$ cat src/rtl/config_loader.sv
// config_loader: takes a bitstream as words on a valid/ready stream and
// shifts it LSB-first into a tile configuration chain. An optional loopback
// pass re-reads the chain through a second CRC without disturbing it. The
// fabric is held in reset until a load finishes cleanly.
module config_loader #(
    parameter int WORD_WIDTH   = 32,
    parameter int CHAIN_BITS   = 524,
    parameter int CLEAR_CYCLES = 4
) (
    input  logic                  clock,
    input  logic                  nreset,
    input  logic                  start,
    input  logic                  verify_en,
    input  logic [WORD_WIDTH-1:0] s_data,
    input  logic                  s_valid,
    output logic                  s_ready,
    output logic                  config_in,
    output logic                  config_enable,
    output logic                  config_nreset,
    input  logic                  config_out,
    output logic                  fabric_nreset,
    output logic                  busy,
    output logic                  done,
    output logic                  error,
    output logic [15:0]           crc_out
);

    localparam int NWORDS    = (CHAIN_BITS + WORD_WIDTH - 1) / WORD_WIDTH;
    // The final word only carries the bits that are left over.
    localparam int LAST_BITS = CHAIN_BITS - (NWORDS - 1) * WORD_WIDTH;

    localparam int BCW = $clog2(CHAIN_BITS + 1);
    localparam int WCW = $clog2(NWORDS + 1);
    localparam int SCW = $clog2(WORD_WIDTH + 1);
    localparam int CCW = $clog2(CLEAR_CYCLES + 1);

    localparam logic [BCW-1:0] BIT_LAST  = BCW'(CHAIN_BITS - 1);
    localparam logic [WCW-1:0] WORD_MAX  = WCW'(NWORDS);
    localparam logic [WCW-1:0] WORD_LAST = WCW'(NWORDS - 1);
    localparam logic [SCW-1:0] FULL_CNT  = SCW'(WORD_WIDTH);
    localparam logic [SCW-1:0] TAIL_CNT  = SCW'(LAST_BITS);
    localparam logic [CCW-1:0] CLR_LAST  = CCW'(CLEAR_CYCLES - 1);

    typedef enum logic [2:0] {
        IDLE,
        CLEAR,
        LOAD,
        VERIFY,
        FINISH
    } state_t;

    state_t                state;
    logic [WORD_WIDTH-1:0] word_buf;
    logic [SCW-1:0]        buf_cnt;    // bits still waiting in word_buf
    logic [WCW-1:0]        word_cnt;   // words accepted this load
    logic [BCW-1:0]        bit_cnt;    // chain bits shifted (LOAD) or read back (VERIFY)
    logic [CCW-1:0]        clr_cnt;
    logic                  verify_latched;
    logic [15:0]           crc_in;
    logic [15:0]           crc_rb;
    logic                  shifting;

    // CRC-16-CCITT, one bit per step, MSB-first feedback
    function automatic logic [15:0] crc_step(input logic [15:0] crc, input logic b);
        logic fb;
        fb = crc[15] ^ b;
        return {crc[14:0], 1'b0} ^ (fb ? 16'h1021 : 16'h0000);
    endfunction

    assign busy     = (state != IDLE);
    assign s_ready  = (state == LOAD) && (buf_cnt == '0) && (word_cnt < WORD_MAX);
    assign shifting = (state == LOAD) && (buf_cnt != '0);
    assign crc_out  = crc_in;

    // Chain drive: buffer LSB while loading, tail looped to head while verifying.
    // The loopback must be combinational so the ring length stays CHAIN_BITS.
    always_comb begin
        config_enable = 1'b0;
        config_in     = 1'b0;
        if (shifting) begin
            config_enable = 1'b1;
            config_in     = word_buf[0];
        end else if (state == VERIFY) begin
            config_enable = 1'b1;
            config_in     = config_out;
        end
    end

    // Sequencer: clear, load, optional verify, then release the fabric
    always_ff @(posedge clock or negedge nreset) begin
        if (!nreset) begin
            state          <= IDLE;
            word_buf       <= '0;
            buf_cnt        <= '0;
            word_cnt       <= '0;
            bit_cnt        <= '0;
            clr_cnt        <= '0;
            verify_latched <= 1'b0;
            crc_in         <= 16'hFFFF;
            crc_rb         <= 16'hFFFF;
            config_nreset  <= 1'b1;
            fabric_nreset  <= 1'b0;
            done           <= 1'b0;
            error          <= 1'b0;
        end else begin
            done <= 1'b0;
            case (state)
                IDLE: begin
                    if (start) begin
                        verify_latched <= verify_en;
                        error          <= 1'b0;
                        crc_in         <= 16'hFFFF;
                        crc_rb         <= 16'hFFFF;
                        fabric_nreset  <= 1'b0;
                        config_nreset  <= 1'b0;
                        clr_cnt        <= '0;
                        word_cnt       <= '0;
                        bit_cnt        <= '0;
                        buf_cnt        <= '0;
                        state          <= CLEAR;
                    end
                end
                CLEAR: begin
                    if (clr_cnt == CLR_LAST) begin
                        config_nreset <= 1'b1;
                        state         <= LOAD;
                    end else begin
                        clr_cnt <= clr_cnt + 1'b1;
                    end
                end
                LOAD: begin
                    if (buf_cnt != '0) begin
                        word_buf <= word_buf >> 1;
                        buf_cnt  <= buf_cnt - 1'b1;
                        crc_in   <= crc_step(crc_in, word_buf[0]);
                        if (bit_cnt == BIT_LAST) begin
                            bit_cnt <= '0;
                            state   <= verify_latched ? VERIFY : FINISH;
                        end else begin
                            bit_cnt <= bit_cnt + 1'b1;
                        end
                    end else if (s_valid && s_ready) begin
                        // Upper bits of the final word are never shifted out.
                        word_buf <= s_data;
                        buf_cnt  <= (word_cnt == WORD_LAST) ? TAIL_CNT : FULL_CNT;
                        word_cnt <= word_cnt + 1'b1;
                    end
                end
                VERIFY: begin
                    crc_rb <= crc_step(crc_rb, config_out);
                    if (bit_cnt == BIT_LAST) begin
                        error   <= (crc_step(crc_rb, config_out) != crc_in);
                        bit_cnt <= '0;
                        state   <= FINISH;
                    end else begin
                        bit_cnt <= bit_cnt + 1'b1;
                    end
                end
                FINISH: begin
                    done          <= 1'b1;
                    fabric_nreset <= !error;
                    state         <= IDLE;
                end
                default: state <= IDLE;
            endcase
        end
    end

endmodule
$ cat config.mk
export PLATFORM = sky130hd
export DESIGN_NAME = config_loader
export DESIGN_NICKNAME = d
export VERILOG_FILES = /design/src/rtl/config_loader.sv
export SDC_FILE = /design/constraint.sdc
export NUM_CORES = 1
export LEC_CHECK = 0
export ABC_AREA = 1
export ABC_CLOCK_PERIOD_IN_PS = 3890
export BUFFER_PORTS_ARGS = -buffer_cell sky130_fd_sc_hd__buf_2
export CAP_MARGIN = 20
export CORE_MARGIN = 1.5
export CORE_UTILIZATION = 40
export DETAILED_ROUTE_END_ITERATION = 10
export MAX_ROUTING_LAYER = met4
export REMOVE_ABC_BUFFERS = 1
export SETUP_SLACK_MARGIN = 0.1
export SLEW_MARGIN = 20
export SYNTH_ARGS = -nofsm -noshare
export SYNTH_HDL_FRONTEND = slang
export SYNTH_SLANG_ARGS = --single-unit
$ cat constraint.sdc
create_clock -name clock -period 3.89 [get_ports clock]
set_input_delay 0.1945 -clock clock [delete_from_list [all_inputs] [get_ports clock]]
set_output_delay 0.1945 -clock clock [all_outputs]
set_load 0.005 [all_outputs]
==> impl_summary.md, run 1 <==
Outcome
The flow ran to the end, but the final reports show violations. The checks that failed: hold timing.

STA
The worst hold slack across all endpoints is -0.01588 ns. The number of failing hold endpoints at the final stage came to 45. Setup repair after global routing left no endpoint under its margin. The post-route clock period utilization is 60.37%. The slew at the pin closest to its max-slew limit is 0.9034 ns. The maximum clock skew at final layout is ~0.0066 ns. Setup violations remaining at the end of the flow were counted as 0. The highest clock rate is roughly 0.43 GHz.

For the finished layout, the period the worst path requires is 2.348 ns. The max-slew violation count is 0. In this run the tightest slew margin relative to its limit is roughly 40%. The accumulated negative setup slack is 0 ns.

Clock network
TritonCTS built the clock tree. The deepest level of the CTS H-tree is 3. The register clock-pin slew on the reported worst setup and hold paths is 0.07 ns.

The hold buffer count at CTS is 0. In this run the post-CTS setup repair buffer count came out at 0. The number of buffers added by the clock tree synthesis step is 9. The largest buffer count on any clock path is 2. The total clock sinks is 96. The clock root buffer is clkbuf_16.

The worst-skew pair later-pin latency is ~0.35 ns. The post-cts gate resize count is 0.

Worst setup path
The critical-path maximum fanout is 36. STA classifies the critical path endpoint as a flip-flop. The internal reg-to-reg setup slack is roughly 1.5 ns.

STA classifies the critical path startpoint as a flip-flop. For the worst setup path, the data required time is 4.13 ns. The critical path is of the flip-flop to flip-flop type. The cell count of the worst reg-to-reg path is 7. The beginning of the worst register-to-register path is buf_cnt[0]$_DFFE_PN0P_. The data arrival time of the worst path is 2.59 ns. The worst flop-to-flop path endpoint is word_buf[28]$_DFFE_PN0P_.

Logic synthesis
The library cell occupying the most area in the post-synthesis netlist is dfrtp_1. The post-synthesis cell type count is 36. nand2_1 is the most common cell in the netlist. The proportion of register bits with asynchronous set or reset after synthesis is 100.0%. By count the netlist is led by nand2_1 (278), dfrtp_1 (63), inv_1 (63), nor2_1 (36), dfstp_2 (33). Summing the sequential cell areas from Yosys gives 48.37% of the chip area.

Among all flip-flop cells after synthesis, the most frequent one is dfrtp_1. Yosys printed 0 warnings. Counting flops with a built-in enable in the synthesized netlist gives 0.

The cell area after synthesis is 5052 µm². By area the synthesized netlist is led by dfrtp_1 (31%), nand2_1 (21%), dfstp_2 (17%). The synthesized area per cell is 7.785 µm². Summed over its instances, the top area cell type makes up 31.20% of the synthesized netlist area.

Synthesis produced 649 cells. Counting flops and latches in the post-synthesis netlist gives 96.

Drt
The total routed wirelength is 11120 µm. The routed via count is between 4000 and 5000. The average via count per standard cell is 4.776. The first routing iteration left 266 violations.

The post-detailed-route wirelength per cell is approximately 13 µm. The DRC violations left is 0. The total iterations of the first detailed-routing run is 4. The count of nets left with antenna violations once routing finished came out at 0.

Die
Measured along the y axis, the die boundary spans approximately 120 µm. The starting density of the core is 41.54%. The floorplan step defined a die boundary enclosing 13310 µm². The core region is around 12000 µm². The die width is 115.4 µm.

Pin placement for this block handled 62 I/O pins. The floorplan row count is 40.

Final layout
The total of fill cells in the finished design is roughly 1200. From synthesis to final layout, the design area changed by 14.54%. The post-route non-filler standard cell count is 878.

The diode insertion count for antenna repair is 0. The total area of sequential cells is 2444 µm². The area of the multi-input gates is 2206 µm². The finished cells cover 5787 µm².

The net count of the finished layout is 750. Cells with a size suffix above 1 make up between 10% and 20% of the layout.

Global routing
Entering global routing, the biggest net connects 72 pins. The number of global-route vias before repair was between 4000 and 5000. The first-pass GRT wire length is between 15000 and 20000 µm.

The remaining global-route overflow is 0. The overall track demand over capacity in global routing is 19.04%. The initial antenna violation count is 0.

Power and ir drop
The power density of the placed cells is 799.4 nW/µm². The reported leakage power is just over 3 nW. Across the VDD grid, the largest voltage drop is about 350 µV.

Place
Port buffering added 61 buffers. The total instance count after detailed placement is 862. The detailed-placement wirelength estimate is 7507 µm. The area after detailed placement is 5463 µm².

The congestion estimate from routability-driven global placement came to 0.8897.

Worst hold path
The path category of the worst min-delay check is input port to asynchronous set/reset pin.

Flow run
Max-cap violations in this run came to 0.
cell families (layout without fill, tap and decap cells):
family,count (synthesis),in the layout,share of synthesized area [%]
AND/OR/NAND/NOR,365,365,29.92
flip-flops,96,96,48.37
buffers and inverters,91,152,7.974
AO/OA/AOI/OAI,74,74,9.237
XOR/XNOR,16,16,2.774
adder cells (fa/ha/maj),7,7,1.733
stage by stage:
step | util (%) | setup slack [ns] | hold WS (ns) | total power [mW]
2_1_floorplan | - | 2.023 | -0.1011 | 3.097
3_3_place_gp | 44.92 | 1.598 | 0.3896 | 3.627
3_5_place_dp | 44.92 | 1.533 | 0.3919 | 3.680
4_1_cts | 47.58 | 1.522 | 0.01829 | 4.677
5_1_grt | 47.58 | 1.200 | 0.05991 | 5.043
6_report | 47.58 | 1.542 | -0.01588 | 4.626
worst max path at each step:
stage                          endpoint              startpoint  depth (start not counted)
6_report       word_buf[28]$_DFFE_PN0P_  buf_cnt[0]$_DFFE_PN0P_                          7
5_1_grt        word_buf[27]$_DFFE_PN0P_  buf_cnt[0]$_DFFE_PN0P_                          8
4_1_cts        word_buf[28]$_DFFE_PN0P_  buf_cnt[0]$_DFFE_PN0P_                          7
3_5_place_dp   word_buf[28]$_DFFE_PN0P_  buf_cnt[0]$_DFFE_PN0P_                          7
3_3_place_gp   word_buf[28]$_DFFE_PN0P_  buf_cnt[0]$_DFFE_PN0P_                          7
2_1_floorplan  word_buf[28]$_DFFE_PN0P_  buf_cnt[0]$_DFFE_PN0P_                          7
layer usage:
metal	vias up	part of all wire [%]	GRT usage (%)
met4	0	0.96	4.444
met2	95	47	30.81
met3	9	4.2	4.797
met1	1952	47	24.05
met5	-	0	-
li1	2137	-	-
placed cells by master, fill, tap and decap left out, drive strengths merged:
master and count:
ha 7, xor2 11, nand3b 1, a22oi 27
o211ai 2, clkinv 2, inv 73, o22ai 1
xnor2 5, bufinv 2, clkbuf 13, o21ai 29
nand4 5, buf 62, dfrtp 63, nor3 2
a21oi 13, nor2 44, nor3b 2, and2 1
dfstp 33, a31oi 1, nand2 286, nand3 24
a22o 1
worst max-delay path, cell delays in order, from the launching register on:
cell and delay [ns]:
dfrtp_1 0.39, inv_1 0.10, ha_1 0.22, nand3_4 0.37
inv_1 0.83, o21ai_0 0.17, nand2_1 0.10, nand2_1 0.05
sequential cells by signal, indices dropped and copies added (netlist names):
name and flops:
fabric_nreset 1, buf_cnt 6, clr_cnt 3, config_nreset 1, word_cnt 5, word_buf 32
done 1, state 3, crc_rb 16, error 1, crc_out 16, verify_latched 1
bit_cnt 10
final cells by class:
class,count,share of cell area (%)
flip-flops and latches,96,42.23
repair buffers,62,5.449
inverters,74,4.973
well taps,168,3.632
clock buffers,13,4.497
clock inverters,3,1.103
multi-input cells,462,38.12
power breakdown:
group,internal [mW],switching (mW)
clock,0.597,0.376
sequential,1.46,0.275
combinational,0.691,1.23
Note: power is estimated with default switching activity, not from simulation.
==> run 2, diff against run 1 <==
--- a/config.mk
+++ b/config.mk
@@ -6,7 +6,7 @@
 export NUM_CORES = 1
 export LEC_CHECK = 0
 export ABC_AREA = 1
-export ABC_CLOCK_PERIOD_IN_PS = 3890
+export ABC_CLOCK_PERIOD_IN_PS = 2050
 export BUFFER_PORTS_ARGS = -buffer_cell sky130_fd_sc_hd__buf_2
 export CAP_MARGIN = 20
 export CORE_MARGIN = 1.5
==> constraint.sdc (replaced) <==
create_clock -name clock -period 2.05 [get_ports clock]
set_input_delay 0.1025 -clock clock [delete_from_list [all_inputs] [get_ports clock]]
set_output_delay 0.1025 -clock clock [all_outputs]
set_load 0.005 [all_outputs]
==> impl_summary.md, run 2 (synthesized netlist as in run 1, its figures left out) <==
Clock network
The number of buffers added by the clock tree synthesis step is 9 (unchanged). The cell sitting at the root of the clock tree is a clkbuf_16. The worst-skew pair later-pin latency came to 0.35 ns (about the same). The total clock sinks is 96 (unchanged). The deepest level of the CTS H-tree is 3 (unchanged). The largest buffer count on any clock path was 2 (unchanged). The count of buffers added by post-CTS timing repair for setup came to 0 (unchanged).

The register clock-pin slew on the reported worst setup and hold paths came to 0.06 ns (about the same). The CTS tree is built.

Final layout
The final net count is 760 (+1.3%). The largest register by flop count is word_buf. The share of cells above drive strength 1 came to 20.14% (+0.42 points). Compared with the post-synthesis result, the final layout area differs by 15.45%.

The post-route non-filler standard cell count is 888 (+1.1%). The diode insertion count for antenna repair is 0 (unchanged). The summed area of non-filler cells in the final layout came to 5833 µm² (+0.80%). In the layout the commonest cells are nand2_1 (278), inv_1 (63), dfrtp_1 (63). The final core utilization is 47.96% (+0.38 points).

The number of flip-flops under the largest register name is 32 (unchanged). The total of fill cells in the finished design was 1189 (-1.7%). The commonest non-fill, non-tap cell in the layout is nand2_1.

Place
The total instance count after detailed placement is 868 (+0.70%). The final weighted congestion of routability-driven global placement came to 0.8563 (-3.8%). The number of buffers inserted by port buffering is 61 (unchanged). The setup slack at placement came to 0.2298 ns (-1.303 ns). The area after detailed placement is 5520 µm² (+1.1%). The detailed-placement wirelength estimate is 7735 µm (+3.0%).

Die
The total die area was 13310 µm² (unchanged). The starting density of the core is 41.54% (unchanged). The die width is 115.4 µm (unchanged). The die height was 115.4 µm (unchanged). The floorplan row count is 40 (unchanged). The core outline area was 12160 µm² (unchanged). The number of placed I/O pins came to 62 (unchanged).

Drt
The number of nets with antenna violations after detailed routing is 0 (unchanged). The average via count per standard cell is 4.650 (-2.6%). The DRC violation total after the first TritonRoute iteration was 284 (+6.8%). The DRC violations left is 0 (unchanged).

The routed via count came to 4129 (-1.5%). The total iterations of the first detailed-routing run is 5 (+1). The post-detailed-route wirelength per cell is 12.38 µm (-2.3%).

The total routed wirelength came to 10990 µm (-1.2%).

Power and ir drop
The share of total power in sequential cells is 38.4% (+1.0 points). The internal power is 5.034 mW (+83%). The total design power is 8.587 mW (+86%).

The share of total power consumed by net switching was 41.38% (+0.73 points). The peak supply drop is 592.1 µV (+69%). The clock network power share is 18.2% (-2.8 points). The net switching power of the design came to 3.553 mW (+89%). The logic gate share of total power came to 43.4% (+1.9 points).

The power density of the placed cells is 1472 nW/µm² (+84%). The reported leakage power is 3.097 nW (+0.92%).

Global routing
The remaining global-route overflow came to 0 (unchanged). The initial antenna violation count is 0 (unchanged). The first-pass GRT wire length is 18850 µm (-2.2%). The pin count of the biggest net entering global routing is 45 (-38%). The overall track demand over capacity in global routing is 18.82% (-0.22 points). The number of global-route vias before repair is 4029 (-1.3%).

STA
The relative slew slack is 61.16% (+21 points). The number of failing hold endpoints at the final stage is 0 (-100%). The total of endpoints with negative setup slack in the final report is 0 (unchanged). The final critical-path setup slack is 0.2256 ns (-1.316 ns). Setup repair after global routing could not meet its margin everywhere.

After layout, the worst path uses 89.00% of the clock period. The minimum period implied by the final worst setup slack is 1.824 ns. The worst hold slack across all endpoints is 0.03948 ns (+0.05537 ns). The slew at the pin closest to its max-slew limit is 0.5825 ns (-0.3209 ns). The highest clock rate is 0.5481 GHz. The maximum clock skew at final layout is 0.008439 ns (+0.001798 ns). The max-slew violation count is 0 (unchanged). The accumulated negative setup slack is 0 ns (unchanged).

Worst setup path
The critical-path maximum fanout came to 7 (-81%). The timing startpoint of the critical path is state[2]$_DFFE_PN0P_. The worst setup path category is flip-flop to output port. The startpoint type of the worst setup path is a flip-flop.

The data arrival time of the worst path is 1.72 ns (-0.87 ns). The data required time at the worst endpoint is 1.95 ns (-2.18 ns). The beginning of the worst register-to-register path is buf_cnt[0]$_DFFE_PN0P_.

The kind of capture point of the worst setup path is an output port.

Worst hold path
The path category of the worst min-delay check is input port to flip-flop. The origin of the worst min-delay path is s_data[24].

Flow run
The max-capacitance violation count is 0 (unchanged).

Outcome
The flow ran to the end, and the final reports show no timing, DRC or antenna violations.
[run 2: cell count changes in the layout (fill, tap and decap cells not counted), moves of 2 or more]
cell           previous run  this run
bufinv_16                 2         0
dlygate4sd3_1             0         3
clkbuf_1                  2         5
buf_4                     2         7
[run 2: worst max-delay path, cell delays in order, from the launching register on]
cell and delay [ns]:
dfrtp_1 0.38, inv_2 0.11, nand2_2 0.10, inv_2 0.12
nand2_4 0.10, clkinv_4 0.09, nand2_2 0.13, o22ai_1 0.18
buf_2 0.15
[run 2: final timing paths]
path / depth (start not counted) / to / slack (ns)
worst max-delay path: 8 / config_in / 0.23
worst min-delay path: 5 / word_buf[24]$_DFFE_PN0P_ / 0.04
worst max register to register: 8 / buf_cnt[0]$_DFFE_PN0P_ / 0.23
worst min register to register: 2 / config_nreset$_DFFE_PN1P_ / 0.46
max in group asynchronous: 3 / word_buf[2]$_DFFE_PN0P_ / 1.08
min in group asynchronous: 2 / word_buf[21]$_DFFE_PN0P_ / 0.30
[run 2: per-layer routing]
metal,wire (µm),global-route usage (%),up-vias
li1,-,-,2162
met1,5355,24.89,1880
met2,5023,28.44,75
met3,430,4.217,12
met4,179,6.667,0
met5,0,-,-
[run 2: power by group through the flow]
stage | registers [mW] | logic, mW | clock network, mW
floorplan | 3.22 | 2.66 | 0
finish | 3.30 | 3.72 | 1.57
detailed placement | 3.31 | 3.75 | 0
global route | 3.41 | 4.29 | 1.69
global placement | 3.30 | 3.67 | 0
CTS | 3.30 | 3.75 | 1.64
[run 2: area by class of cell]
type                       count  area, µm²  area share [%]
sequential                    96       2444           41.89
multi-input combinational    463       2217           38.01
timing repair buffer          71      402.9           6.907
inverter                      74      287.8           4.934
clock buffer                  16      271.5           4.655
tap                          168      210.2           3.604
[run 2: repair_timing]
item / in CTS / in global routing
setup endpoints to repair: 0 / 3
hold buffers: 3 / 0
hold endpoints to repair: 25 / 0
gates resized for setup: 0 / 1
==> run 3, diff against run 2 <==
--- a/config.mk
+++ b/config.mk
@@ -5,7 +5,6 @@
 export SDC_FILE = /design/constraint.sdc
 export NUM_CORES = 1
 export LEC_CHECK = 0
-export ABC_AREA = 1
 export ABC_CLOCK_PERIOD_IN_PS = 2050
 export BUFFER_PORTS_ARGS = -buffer_cell sky130_fd_sc_hd__buf_2
 export CAP_MARGIN = 20
==> impl_summary.md, run 3 <==
Power and ir drop
The total design power is 6.997 mW (-19%). The internal power is 4.720 mW (-6.2%). The share of total power consumed by net switching was 32.54% (-8.8 points).

The peak supply drop came to 691.2 µV (+17%). The net switching power of the design was 2.277 mW (-36%). The power density of the placed cells is 1155 nW/µm² (-22%). The logic gate share of total power is 33.1% (-10 points). The share of total power in sequential cells was 44.4% (+6.0 points).

The clock network power share is 22.4% (+4.2 points). The reported leakage power came to 2.778 nW (-10%).

Final layout
The total area of sequential cells is 2444 µm² (unchanged). The total of fill cells in the finished design is 1149 (-3.4%). The layout overhead on the synthesized area is 22.64%. The post-route non-filler standard cell count is 717 (-19%).

The final net count is 610 (-20%). The share of cells above drive strength 1 is 41.05% (+21 points). The final core utilization came to 50.44% (+2.5 points). In the layout the commonest cells are nand2_1 (78), dfrtp_1 (63), mux2_2 (62). The diode insertion count for antenna repair is 0 (unchanged). The area of the multi-input gates is 2390 µm² (+7.8%). word_buf holds more flip-flops than any other register. Leaving out fill and tap cells, the most frequent cell in the layout is nand2_1. The number of flip-flops under the largest register name is 32 (unchanged).

Outcome
The run finished with clean final reports.

Logic synthesis
The register bit count reported by yosys is 96 (unchanged). By area the synthesized netlist is led by dfrtp_1 (32%), dfstp_2 (18%), mux2_2 (14%). By count the netlist is led by nand2_1 (79), dfrtp_1 (63), mux2_2 (62), o21ai_0 (42), dfstp_2 (33). The count of flip-flops with a built-in enable after synthesis is 0 (unchanged).

The most used flip-flop cell after synthesis is dfrtp_1. The post-synthesis cell type count is 57 (+58%). The sequential cell area fraction in the yosys report is 49.47% (+1.1 points). By instance count, the leading cell after synthesis is nand2_1. The area share of the leading cell type in the synthesized netlist is 31.91% (+0.71 points). The cell count after synthesis was 473 (-27%). The library cell occupying the most area in the post-synthesis netlist is dfrtp_1. The synthesized area per cell was 10.44 µm² (+34%). The cell area after synthesis is 4940 µm² (-2.2%). The total of warnings raised by yosys is 0 (unchanged). The proportion of register bits with asynchronous set or reset after synthesis is 100.0% (unchanged).

Worst setup path
The data required time at the worst endpoint is 2.29 ns (+0.34 ns). The startpoint type of the worst setup path is a flip-flop. The kind of capture point of the worst setup path is a flip-flop. The data arrival time of the worst path is 2.20 ns (+0.48 ns). The critical-path maximum fanout is 12 (+5). The critical path is of the flip-flop to flip-flop type.

STA
The slew at the pin closest to its max-slew limit is 0.5489 ns (-0.03361 ns). The minimum period implied by the final worst setup slack is 1.956 ns (+0.1319 ns). The number of failing hold endpoints at the final stage is 0 (unchanged). The highest clock rate is 0.5112 GHz (-6.7%). The worst hold slack across all endpoints is 0.09407 ns (+0.05458 ns).

The max-slew violation count is 0 (unchanged). The final critical-path setup slack is 0.09370 ns (-0.1319 ns). The post-route clock period utilization is 95.43% (+6.4 points). Setup repair after global routing could not meet its margin everywhere. The relative slew slack was 63.33% (+2.2 points). The total of endpoints with negative setup slack in the final report is 0 (unchanged). The maximum clock skew at final layout came to 0.006461 ns (-0.001978 ns).

Clock network
The total clock sinks is 96 (unchanged). The deepest level of the CTS H-tree is 3 (unchanged). The largest buffer count on any clock path is 2 (unchanged). The CTS tree is built. The number of buffers added by the clock tree synthesis step was 9 (unchanged). The clock root buffer is clkbuf_16. The register clock-pin slew on the reported worst setup and hold paths is 0.07 ns (about the same).

The worst-skew pair later-pin latency is 0.35 ns (about the same).

Global routing
The remaining global-route overflow was 0 (unchanged). The pin count of the biggest net entering global routing is 68 (+51%). The overall track demand over capacity in global routing is 18.59% (-0.23 points). The initial antenna violation count came to 0 (unchanged). The first-pass GRT wire length came to 18530 µm (-1.7%). The number of global-route vias before repair was 3861 (-4.2%).

Place
The number of buffers inserted by port buffering is 61 (unchanged). The final weighted congestion of routability-driven global placement is 0.8214 (-4.1%). The total instance count after detailed placement is 683 (-21%). The detailed-placement wirelength estimate came to 7469 µm (-3.4%). The setup slack at placement is 0.1035 ns (-0.1263 ns).

Worst hold path
The worst hold path belongs to the class input port to flip-flop.

Die
The starting density of the core is 41.13% (-0.42 points). The total die area was 13020 µm² (-2.2%). The die width was 114.1 µm (-1.1%).

The die height came to 114.1 µm (-1.1%). The floorplan row count is 40 (unchanged). The number of placed I/O pins is 62 (unchanged).

The core outline area is 12010 µm² (-1.2%).

Drt
The post-detailed-route wirelength per cell came to 15.52 µm (+25%). The total routed wirelength is 11130 µm (+1.2%). The number of nets with antenna violations after detailed routing came to 0 (unchanged). The average via count per standard cell is 5.360 (+15%). The total iterations of the first detailed-routing run was 4 (-1). The DRC violations left is 0 (unchanged). The DRC violation total after the first TritonRoute iteration is 322 (+13%).

The routed via count was 3843 (-6.9%).

Flow run
The max-capacitance violation count is 0 (unchanged).
-- run 3: changes by cell type after synthesis, moves of 8 or more --
| cell | before | now |
|---|---|---|
| xnor2_1 | 5 | 17 |
| inv_2 | 8 | 0 |
| o21ai_0 | 26 | 42 |
| nor2_1 | 36 | 15 |
| mux2_2 | 0 | 62 |
| nand3_1 | 23 | 15 |
| a31oi_1 | 1 | 11 |
| clkbuf_1 | 4 | 14 |
| nand2_1 | 278 | 79 |
| inv_1 | 63 | 11 |
| a22oi_1 | 25 | 2 |
-- run 3: worst paths after layout --
kind	startpoint	to	slack [ns]	cells past startpoint
setup / recovery	buf_cnt[4]$_DFFE_PN0P_	word_buf[1]$_DFFE_PN0P_	0.09	5
hold / removal	s_data[26]	word_buf[26]$_DFFE_PN0P_	0.09	3
setup reg to reg	buf_cnt[4]$_DFFE_PN0P_	word_buf[1]$_DFFE_PN0P_	0.09	5
hold reg to reg	crc_rb[1]$_DFFE_PN1P_	crc_rb[2]$_DFFE_PN1P_	0.46	2
max in group asynchronous	nreset	crc_rb[0]$_DFFE_PN1P_	1.40	3
min in group asynchronous	nreset	clr_cnt[2]$_DFFE_PN0P_	0.30	3
-- run 3: timing repair --
item	4_1_cts	5_1_grt
buffers inserted	4	10
hold buffers	3	0
gates resized for setup	10	12
endpoints found under the setup margin	8	39
hold endpoints to repair	65	0
cloned	0	1
pin swaps	3	5
-- run 3: power groups by stage --
stage / Sequential (mW) / Clock (mW) / Combinational [mW]
global placement: 3.10 / 0 / 2.06
CTS: 3.11 / 1.63 / 2.25
global route: 3.20 / 1.72 / 2.60
detailed placement: 3.12 / 0 / 2.13
floorplan: 3.01 / 0 / 1.45
finish: 3.11 / 1.57 / 2.32
-- run 3: cell families (layout without fill, tap and decap cells) --
| family | count (synthesis) | count (layout) | synth area share [%] |
|---|---|---|---|
| compound gates | 93 | 93 | 11.68 |
| xor+xnor | 21 | 21 | 3.723 |
| fa+ha+maj | 7 | 7 | 1.773 |
| buf+inv | 36 | 133 | 3.521 |
| flops | 96 | 96 | 49.47 |
| mux | 66 | 66 | 14.97 |
| simple gates | 154 | 154 | 14.87 |
-- run 3: worst max-delay path, stage by stage, from the launching register on --
cell,delay [ns]
dfrtp_1,0.42
or3_4,0.43
nor2_4,0.15
buf_4,0.22
mux2_2,0.36
mux2_2,0.26
-- run 3: stage by stage --
step / setup TNS (ns) / cell area (µm²)
floorplan: -16.32 / 4807
global placement: 0 / 5567
detailed placement: 0 / 5567
CTS: 0 / 5941
global route: 0 / 6058
finish: 0 / 6058
-- run 3: area by class of cell --
type	instances	share of cell area, %
multi-input cells	341	39.45
clock buffers	10	3.779
repair buffers	106	11.96
clock inverters	6	0.7641
inverters	11	0.6815
flip-flops and latches	96	40.33
well taps	147	3.036
-- run 3: routing by layer --
layer / GRT usage [%] / vias up / routed length (µm)
li1: - / 1863 / -
met1: 24.71 / 1895 / 5337
met2: 27.87 / 67 / 5181
met3: 3.917 / 18 / 374
met4: 7.500 / 0 / 231
met5: - / - / 0
